## config.mk

```make
export PLATFORM = sky130hd
export DESIGN_NAME = generador_sincronia_flat
export DESIGN_NICKNAME = d
export VERILOG_FILES = /design/src/rtl/generador_sincronia_if.sv /design/src/rtl/generador_sincronia.sv /design/src/flat_wrapper.sv
export SDC_FILE = /design/constraint.sdc
export NUM_CORES = 1
export LEC_CHECK = 0
export CELL_PAD_IN_SITES_DETAIL_PLACEMENT = 1
export CELL_PAD_IN_SITES_GLOBAL_PLACEMENT = 1
export CORE_MARGIN = 2
export CORE_UTILIZATION = 38
export CTS_BUF_LIST = sky130_fd_sc_hd__clkbuf_8
export CTS_CLUSTER_DIAMETER = 100
export DETAILED_ROUTE_END_ITERATION = 10
export PLACE_DENSITY = 0.76
export SYNTH_ARGS = -nofsm -noshare
export SYNTH_HDL_FRONTEND = slang
export SYNTH_SLANG_ARGS = --single-unit
```

## constraint.sdc

```tcl
create_clock -name reloj -period 2.4 [get_ports reloj]
set_clock_uncertainty 0.15 [all_clocks]
set_input_delay 0.36 -clock reloj [delete_from_list [all_inputs] [get_ports reloj]]
set_output_delay 0.36 -clock reloj [all_outputs]
set_load 0.05 [all_outputs]
```

## src/rtl/generador_sincronia_if.sv

```systemverilog
// generador_sincronia_if: VGA timing bundle (counters, syncs, visible flag, pixel tick, frame pulse).
// The master drives it, the slave observes it.
interface generador_sincronia_if;
    logic [9:0] Qh;
    logic [9:0] Qv;
    logic       hsync;
    logic       vsync;
    logic       video_on;
    logic       p_tick;
    logic       frame_start;
    modport master (output Qh, Qv, hsync, vsync, video_on, p_tick, frame_start);
    modport slave  (input  Qh, Qv, hsync, vsync, video_on, p_tick, frame_start);
endinterface

```

## src/rtl/generador_sincronia.sv

```systemverilog
// generador_sincronia: 640x480 VGA timing generator with registered counters and sync outputs.
// PIXEL_DIV_EN: 100 MHz reloj divided by 4 to the pixel rate; otherwise reloj is the pixel clock.
module generador_sincronia (
    input  logic                          reloj,
    input  logic                          resetM,
    generador_sincronia_if.master         vga
);
    localparam logic [9:0] H_VIS  = 10'd640;
    localparam logic [9:0] H_FP   = 10'd16;
    localparam logic [9:0] H_SYNC = 10'd96;
    localparam logic [9:0] H_MAX  = 10'd799;
    localparam logic [9:0] V_VIS  = 10'd480;
    localparam logic [9:0] V_FP   = 10'd10;
    localparam logic [9:0] V_SYNC = 10'd2;
    localparam logic [9:0] V_MAX  = 10'd524;
    localparam logic [9:0] H_SS   = H_VIS + H_FP;
    localparam logic [9:0] H_SE   = H_SS + H_SYNC - 10'd1;
    localparam logic [9:0] V_SS   = V_VIS + V_FP;
    localparam logic [9:0] V_SE   = V_SS + V_SYNC - 10'd1;

    logic       tick_q;
    logic       tick_d;
    logic [9:0] qh_q, qh_d;
    logic [9:0] qv_q, qv_d;
    logic       hsync_q, hsync_d;
    logic       vsync_q, vsync_d;
    logic       video_on_q, video_on_d;
    logic       frame_start_q, frame_start_d;

`ifdef PIXEL_DIV_EN
    logic [1:0] div_q, div_d;
    always_comb begin
        div_d  = div_q + 2'd1;
        tick_d = div_d == 2'd3;
    end
    always_ff @(posedge reloj or posedge resetM) begin
        if (resetM) div_q <= 2'd0;
        else        div_q <= div_d;
    end
    assign tick_q = div_q == 2'd3;
`else
    // Degenerate divider: a run flag that rises on the first edge out of reset.
    logic run_q, run_d;
    always_comb begin
        run_d  = 1'b1;
        tick_d = 1'b1;
    end
    always_ff @(posedge reloj or posedge resetM) begin
        if (resetM) run_q <= 1'b0;
        else        run_q <= run_d;
    end
    assign tick_q = run_q;
`endif

    // Syncs and flags are decoded from the next counter values so they line up with Qh/Qv.
    always_comb begin
        qh_d = qh_q;
        qv_d = qv_q;
        if (tick_q) begin
            qh_d = (qh_q >= H_MAX) ? 10'd0 : qh_q + 10'd1;
            qv_d = (qv_q > V_MAX) ? 10'd0 :
                   (qh_q == H_MAX) ? ((qv_q == V_MAX) ? 10'd0 : qv_q + 10'd1) : qv_q;
        end
        hsync_d       = !(qh_d >= H_SS && qh_d <= H_SE);
        vsync_d       = !(qv_d >= V_SS && qv_d <= V_SE);
        video_on_d    = (qh_d < H_VIS) && (qv_d < V_VIS);
        frame_start_d = tick_d && (qh_d == 10'd0) && (qv_d == 10'd0);
    end

    always_ff @(posedge reloj or posedge resetM) begin
        if (resetM) begin
            qh_q          <= 10'd0;
            qv_q          <= 10'd0;
            hsync_q       <= 1'b1;
            vsync_q       <= 1'b1;
            video_on_q    <= 1'b0;
            frame_start_q <= 1'b0;
        end else begin
            qh_q          <= qh_d;
            qv_q          <= qv_d;
            hsync_q       <= hsync_d;
            vsync_q       <= vsync_d;
            video_on_q    <= video_on_d;
            frame_start_q <= frame_start_d;
        end
    end

    assign vga.Qh          = qh_q;
    assign vga.Qv          = qv_q;
    assign vga.hsync       = hsync_q;
    assign vga.vsync       = vsync_q;
    assign vga.video_on    = video_on_q;
    assign vga.frame_start = frame_start_q;
    assign vga.p_tick      = tick_q;
endmodule

```

## src/flat_wrapper.sv

```systemverilog
// flat-port wrapper written by rule: the top's interface ports become plain ports
module generador_sincronia_flat 
  (reloj, resetM, vga_Qh, vga_Qv, vga_hsync, vga_vsync, vga_video_on, vga_p_tick, vga_frame_start);
  generador_sincronia_if vga_i ();
  input  logic reloj;
  input  logic resetM;
  output wire logic [$bits(vga_i.Qh)-1:0] vga_Qh;
  output wire logic [$bits(vga_i.Qv)-1:0] vga_Qv;
  output wire logic [$bits(vga_i.hsync)-1:0] vga_hsync;
  output wire logic [$bits(vga_i.vsync)-1:0] vga_vsync;
  output wire logic [$bits(vga_i.video_on)-1:0] vga_video_on;
  output wire logic [$bits(vga_i.p_tick)-1:0] vga_p_tick;
  output wire logic [$bits(vga_i.frame_start)-1:0] vga_frame_start;
  assign vga_Qh = vga_i.Qh;
  assign vga_Qv = vga_i.Qv;
  assign vga_hsync = vga_i.hsync;
  assign vga_vsync = vga_i.vsync;
  assign vga_video_on = vga_i.video_on;
  assign vga_p_tick = vga_i.p_tick;
  assign vga_frame_start = vga_i.frame_start;
  generador_sincronia u_core (.reloj(reloj), .resetM(resetM), .vga(vga_i));
endmodule
```

## Word level (Yosys, flattened, before mapping)

Index checks and enable logic that the tools add are counted.
Widths: inputs -> output; s select.

- Register bits after elaboration: 25
- Latch bits: 0
- RAM bits: 0
- ROM bits: 0
- Input port bits: 2
- Output and inout port bits: 25
- Logic and storage cells: 33
- Memories kept: 0

- Add/subtract/negate cells: 2
- $mul: 0
- Div/mod/pow operators: 0
- Magnitude comparators: 8
- Eq/ne operators: 2
- Shift operators: 0
- Multiplexer cells: 6
- Bitwise operators: 0
- Reductions and logical operators: 8

Operator list:

| kind | number |
|---|---|
| $mux 10 | 6 |
| $add 10x1->10 const B | 2 |
| $eq 10x10->1 const B | 2 |
| $ge 10x10->1 const B | 2 |
| $logic_not 10->1 | 2 |
| $ge 10x9->1 const B | 1 |
| $gt 10x10->1 const B | 1 |
| $le 10x10->1 const B | 1 |
| $le 10x9->1 const B | 1 |
| $lt 10x10->1 const B | 1 |
| $lt 10x9->1 const B | 1 |
| $logic_and 1x1->1 | 4 |
| $logic_not 1->1 | 2 |

## Logic depth before layout (Yosys ltp)

- Word-level depth: 8
- Mapped depth: 9
- Mapped depth without buffers: 8

## Worst setup path after synthesis

Ideal clock, no wire load.

- Kind: reg-to-reg
- Start: reg u_core.qh_q[1], in the netlist u_core.vga.Qh[1]
- End: reg u_core.frame_start_q, in the netlist u_core.vga.frame_start
- Setup time: 0.095 ns
- Arrival: 2.342 ns
- Required time: 2.155 ns
- Setup slack: -0.187 ns
- Cell stages (with the launch flop): 10
- Buffers on the path: 2
- Period minus slack after synthesis: 2.587 ns
- Cell sequence: dfrtp_1 -> ha_1 -> and4_1 -> buf_6 -> and4_4 -> buf_6 -> a21o_2 -> nor2_1 -> a211o_1 -> nor4b_2

- Cells in the longest elaborated chain, start to end: 6
- Elaborated cells between the ends (all ways): 11
- Those cells by class: add/sub: 1; order compare: 1; eq/ne: 1; mux: 5; reduce/logical: 3

RTL lines:

| what | line | RTL |
|---|---|---|
| start: declaration | generador_sincronia.sv:23 | `logic [9:0] qh_q, qh_d;` |
| start signal: assignment | generador_sincronia.sv:79 | `qh_q <= qh_d;` |
| branches (longest 5 deep; another with $add 10x1->10) | n/a |  |
| $logic_and 1x1->1 (*) | generador_sincronia.sv:67 | `frame_start_d = tick_d && (qh_d == 10'd0) && (qv_d == 10'd0);` |
| named net u_core.frame_start_d | generador_sincronia.sv:28 | `logic frame_start_q, frame_start_d;` |
| end signal: assignment | generador_sincronia.sv:84 | `frame_start_q <= frame_start_d;` |
| end: declaration | generador_sincronia.sv:28 |  |

Mark *: on every way through the listed nets, which the timed path passes.

## Worst setup path in the final report

- Start: reg u_core.qh_q[0], in the netlist u_core.vga.Qh[0]
- End: reg u_core.frame_start_q, in the netlist u_core.vga.frame_start

The elaborated chain is that of the path after synthesis.

==> flow_summary.yaml <==
worst_setup_path:
  r2r_setup_slack_ns: 0.1
  path_cells: "ha_2 -> and4_1 -> and4_4 -> a21o_2 -> nor2_1 -> a211o_1 -> nor4b_2"
  cp_slowest_stage_delay_ns: 0.38
  cp.required_ns: 2.42
  cp-end-kind: "register"
  reg2reg_to: "u_core.vga.frame_start"
  r2r_cells: 7
  cp-endpoint: "u_core.vga.frame_start"
  path_class: "register to register"
  crit_path_start: "u_core.vga.Qh[0]"
  r2r-start: "u_core.vga.Qh[0]"
  cp_slowest_cell: "dfrtp_2"
  start_kind: "register"
  cp_max_fo: 8
  crit_arrival_ns: 2.33
sta:
  slew_headroom_pct: 65.2
  finalCriticalPeriod_ns: 2.30
  slew_viol_final: 0
  hold_violations: 0
  fin_crit_sh_pct: 96.0
  worst_slew_pin_slew_ns: 0.521
  setup_viol: 0
  max_freq_ghz: 0.434
  fin_ws_ns: 0.0956
power_and_ir_drop:
  p_leak_nw: 0.841
  p_seq_share_pct: 40.7
  p_clk_share_pct: 20.6
  swShare_pct: 40.9
  intPower_mw: 0.768
  comb_power_share_pct: 38.6
  p_per_area_nw_per_um2: 617
  vdd_drop_max_mv: 0.480
  p_sw_mw: 0.531
synthesis:
  netlist_area_sq_um: 1710
  synth-seq-cells: 25
  synth_ff_type: "dfrtp_1"
  synth_fa_ha_area_share_pct: 2.19
  yosysSeqAreaShare_pct: 36.7
  syn-num-nets: 197
  synthArstFlopShare_pct: 100
  synthMuxAreaShare_pct: 1.17
  avgSynthCellArea_sq_um: 8.92
  synthCells: 192
  yosys.area_share.simple_pct: 33.0
  synth_top_family_by_area: "simple AND/OR/NAND/NOR gates"
  synth-compound-area-share_pct: 12.7
  synth_cell_type_count: 53
  yosys_warnings: 0
  synth.area.top_cells: "dfrtp_1 34%, nor2_1 5.7%, buf_6 3.9%"
  yosysTopAreaCell: "dfrtp_1"
  synth_top_area_share_pct: 33.6
  synth-xor-area-share_pct: 6.14
  synth_edf_count: 0
finish:
  mostFrequentLayoutCells: "26 x nor2_1, 26 x clkdlybuf4s50_1, 19 x dfrtp_1"
  final_util_pct: 48.4
  ff_latch_area_sq_um: 633
  area_growth_pct: 22.9
  drive_above_1_share_pct: 19.7
  diodes: 0
  nFillCells: 498
  multi_input_area_sq_um: 967
  num-nets-final: 229
global_route:
  grtUsageTotal_pct: 19.8
  grt_pass1_vias: 1678
  grt_max_degree: 26
  grt.overflow.total: 0
  antenna_found_initial: 0
  grt_pass1_wl_um: 8040
die:
  die_area_sq_um: 5060
  die_y_um: 71.1
  num_rows: 24
  start_util_pct: 39.3
  core_area_sq_um: 4350
  ios: 27
  die_w_um: 71.1
job:
  drv_cap: 0
placed_design:
  dp_slack_ns: 0.0417
  routabilityCongestion: 0.903
  io_buffer_count: 26
  dp_hpwl_um: 3580
drt:
  drc_errors: 0
  wl_per_cell_um: 16.9
  routed_wl_um: 4640
  drtIter0Drc: 95
  post_drt_via_cell_ratio: 5.65
  ant_nets: 0
  vias: 1555
  drt_first_pass_iters: 4
min_path:
  hp-class: "primary input to async pin"
clock_network:
  root_buffer: "clkbuf_8"
  cts_buffers: 3
  cts_tree: "built"
  clkLatencyLatePin_ns: 0.27
  cts.sinks: 25
  clk_pin_slew_ns: 0.10
  ctsLongestPathBuffers: 2
  h-tree-depth: 1
status:
  outcome: "finished, final reports clean"
[cell families (layout without fill, tap and decap cells)]
logic type | count (synthesis) | after routing
flip-flops | 25 | 25
AND/OR/NAND/NOR | 98 | 98
buffers and inverters | 19 | 50
AO/OA/AOI/OAI | 32 | 32
multiplexers | 2 | 2
XOR/XNOR | 12 | 12
other | 1 | 1
adder cells (fa/ha/maj) | 3 | 3
[flip-flops by register name, indices dropped and copies added, names as in the netlist]
signal                  count
u_core.vga.Qv              10
u_core.vga.hsync            1
u_core.vga.vsync            1
u_core.vga.Qh              10
u_core.vga.p_tick           1
u_core.vga.video_on         1
u_core.vga.frame_start      1
[metrics by stage]
step | instance area [sq um] | total power [mW] | setup TNS, ns | cells | hold WS, ns
floorplan | 1720 | 0.872 | -0.0132 | 192 | 0.236
global placement | 2030 | 1.01 | 0 | 270 | 0.460
detailed placement | 2030 | 1.03 | 0 | 270 | 0.498
CTS | 2080 | 1.31 | 0 | 274 | 0.297
finish | 2110 | 1.30 | 0 | 275 | 0.288
global route | 2110 | 1.37 | -0.0110 | 275 | 0.319
[critical path: cells and delay by family, from the launching register on]
family	cells	cell delay, ns
AO/OA/AOI/OAI	2	0.54
AND/OR/NAND/NOR	4	0.93
flip-flops	1	0.38
adder cells (fa/ha/maj)	1	0.21
[layer usage]
| metal | routed length [um] | share of wire (%) | track usage (%) |
|---|---|---|---|
| met3 | 88 | 1.9 | 2.28 |
| met2 | 2480 | 53 | 36.4 |
| met5 | 0 | 0 | 0 |
| met4 | 52 | 1.1 | 5.45 |
| met1 | 2020 | 43 | 24.4 |
[synth_stat cells (3+ instances only)]
| library cell | number |
|---|---|
| nor2_1 | 26 |
| dfrtp_1 | 23 |
| nand2_1 | 13 |
| nor3_1 | 10 |
| a21oi_1 | 9 |
| nand3_1 | 9 |
| buf_6 | 6 |
| xnor2_1 | 6 |
| xor2_1 | 6 |
| inv_1 | 5 |
| and3_1 | 4 |
| buf_4 | 4 |
| nand4_1 | 4 |
| o21ai_0 | 4 |
| a211oi_1 | 3 |
| and2_1 | 3 |
| and3_2 | 3 |
| ha_1 | 3 |
| or3_1 | 3 |
[power by group through the flow]
stage	Sequential [mW]	Combinational [mW]	Clock [mW]
4_1_cts	0.525	0.502	0.278
2_1_floorplan	0.668	0.204	0
3_5_place_dp	0.532	0.499	0
6_report	0.529	0.501	0.268
3_3_place_gp	0.529	0.484	0
5_1_grt	0.541	0.536	0.295
[what timing repair did]
action | in CTS | in global routing
endpoints found under the hold margin | 0 | 0
buffers inserted | 0 | 1
hold buffers | 0 | 0
resized for setup | 0 | 4
endpoints found under the setup margin | 0 | 2
[layout make-up]
type	instances	area share (%)
clock buffers	3	1.96
clock inverters	1	0.357
inverters	5	0.891
multi-input cells	148	45.9
flip-flops and latches	25	30.1
well taps	52	3.09
repair buffers	41	17.7
[how the worst min path moves through the flow]
stage                                start                to  cells past startpoint
final                               resetM  u_core.vga.Qv[4]                      3
after floorplan                     resetM  u_core.vga.Qh[2]                      1
after CTS                           resetM  u_core.vga.Qh[2]                      3
after global placement    u_core.vga.Qh[0]  u_core.vga.Qh[0]                      2
after global routing                resetM  u_core.vga.Qv[8]                      3
after detailed placement  u_core.vga.Qh[0]  u_core.vga.Qh[0]                      2
Power figures use the tool's default switching activity.
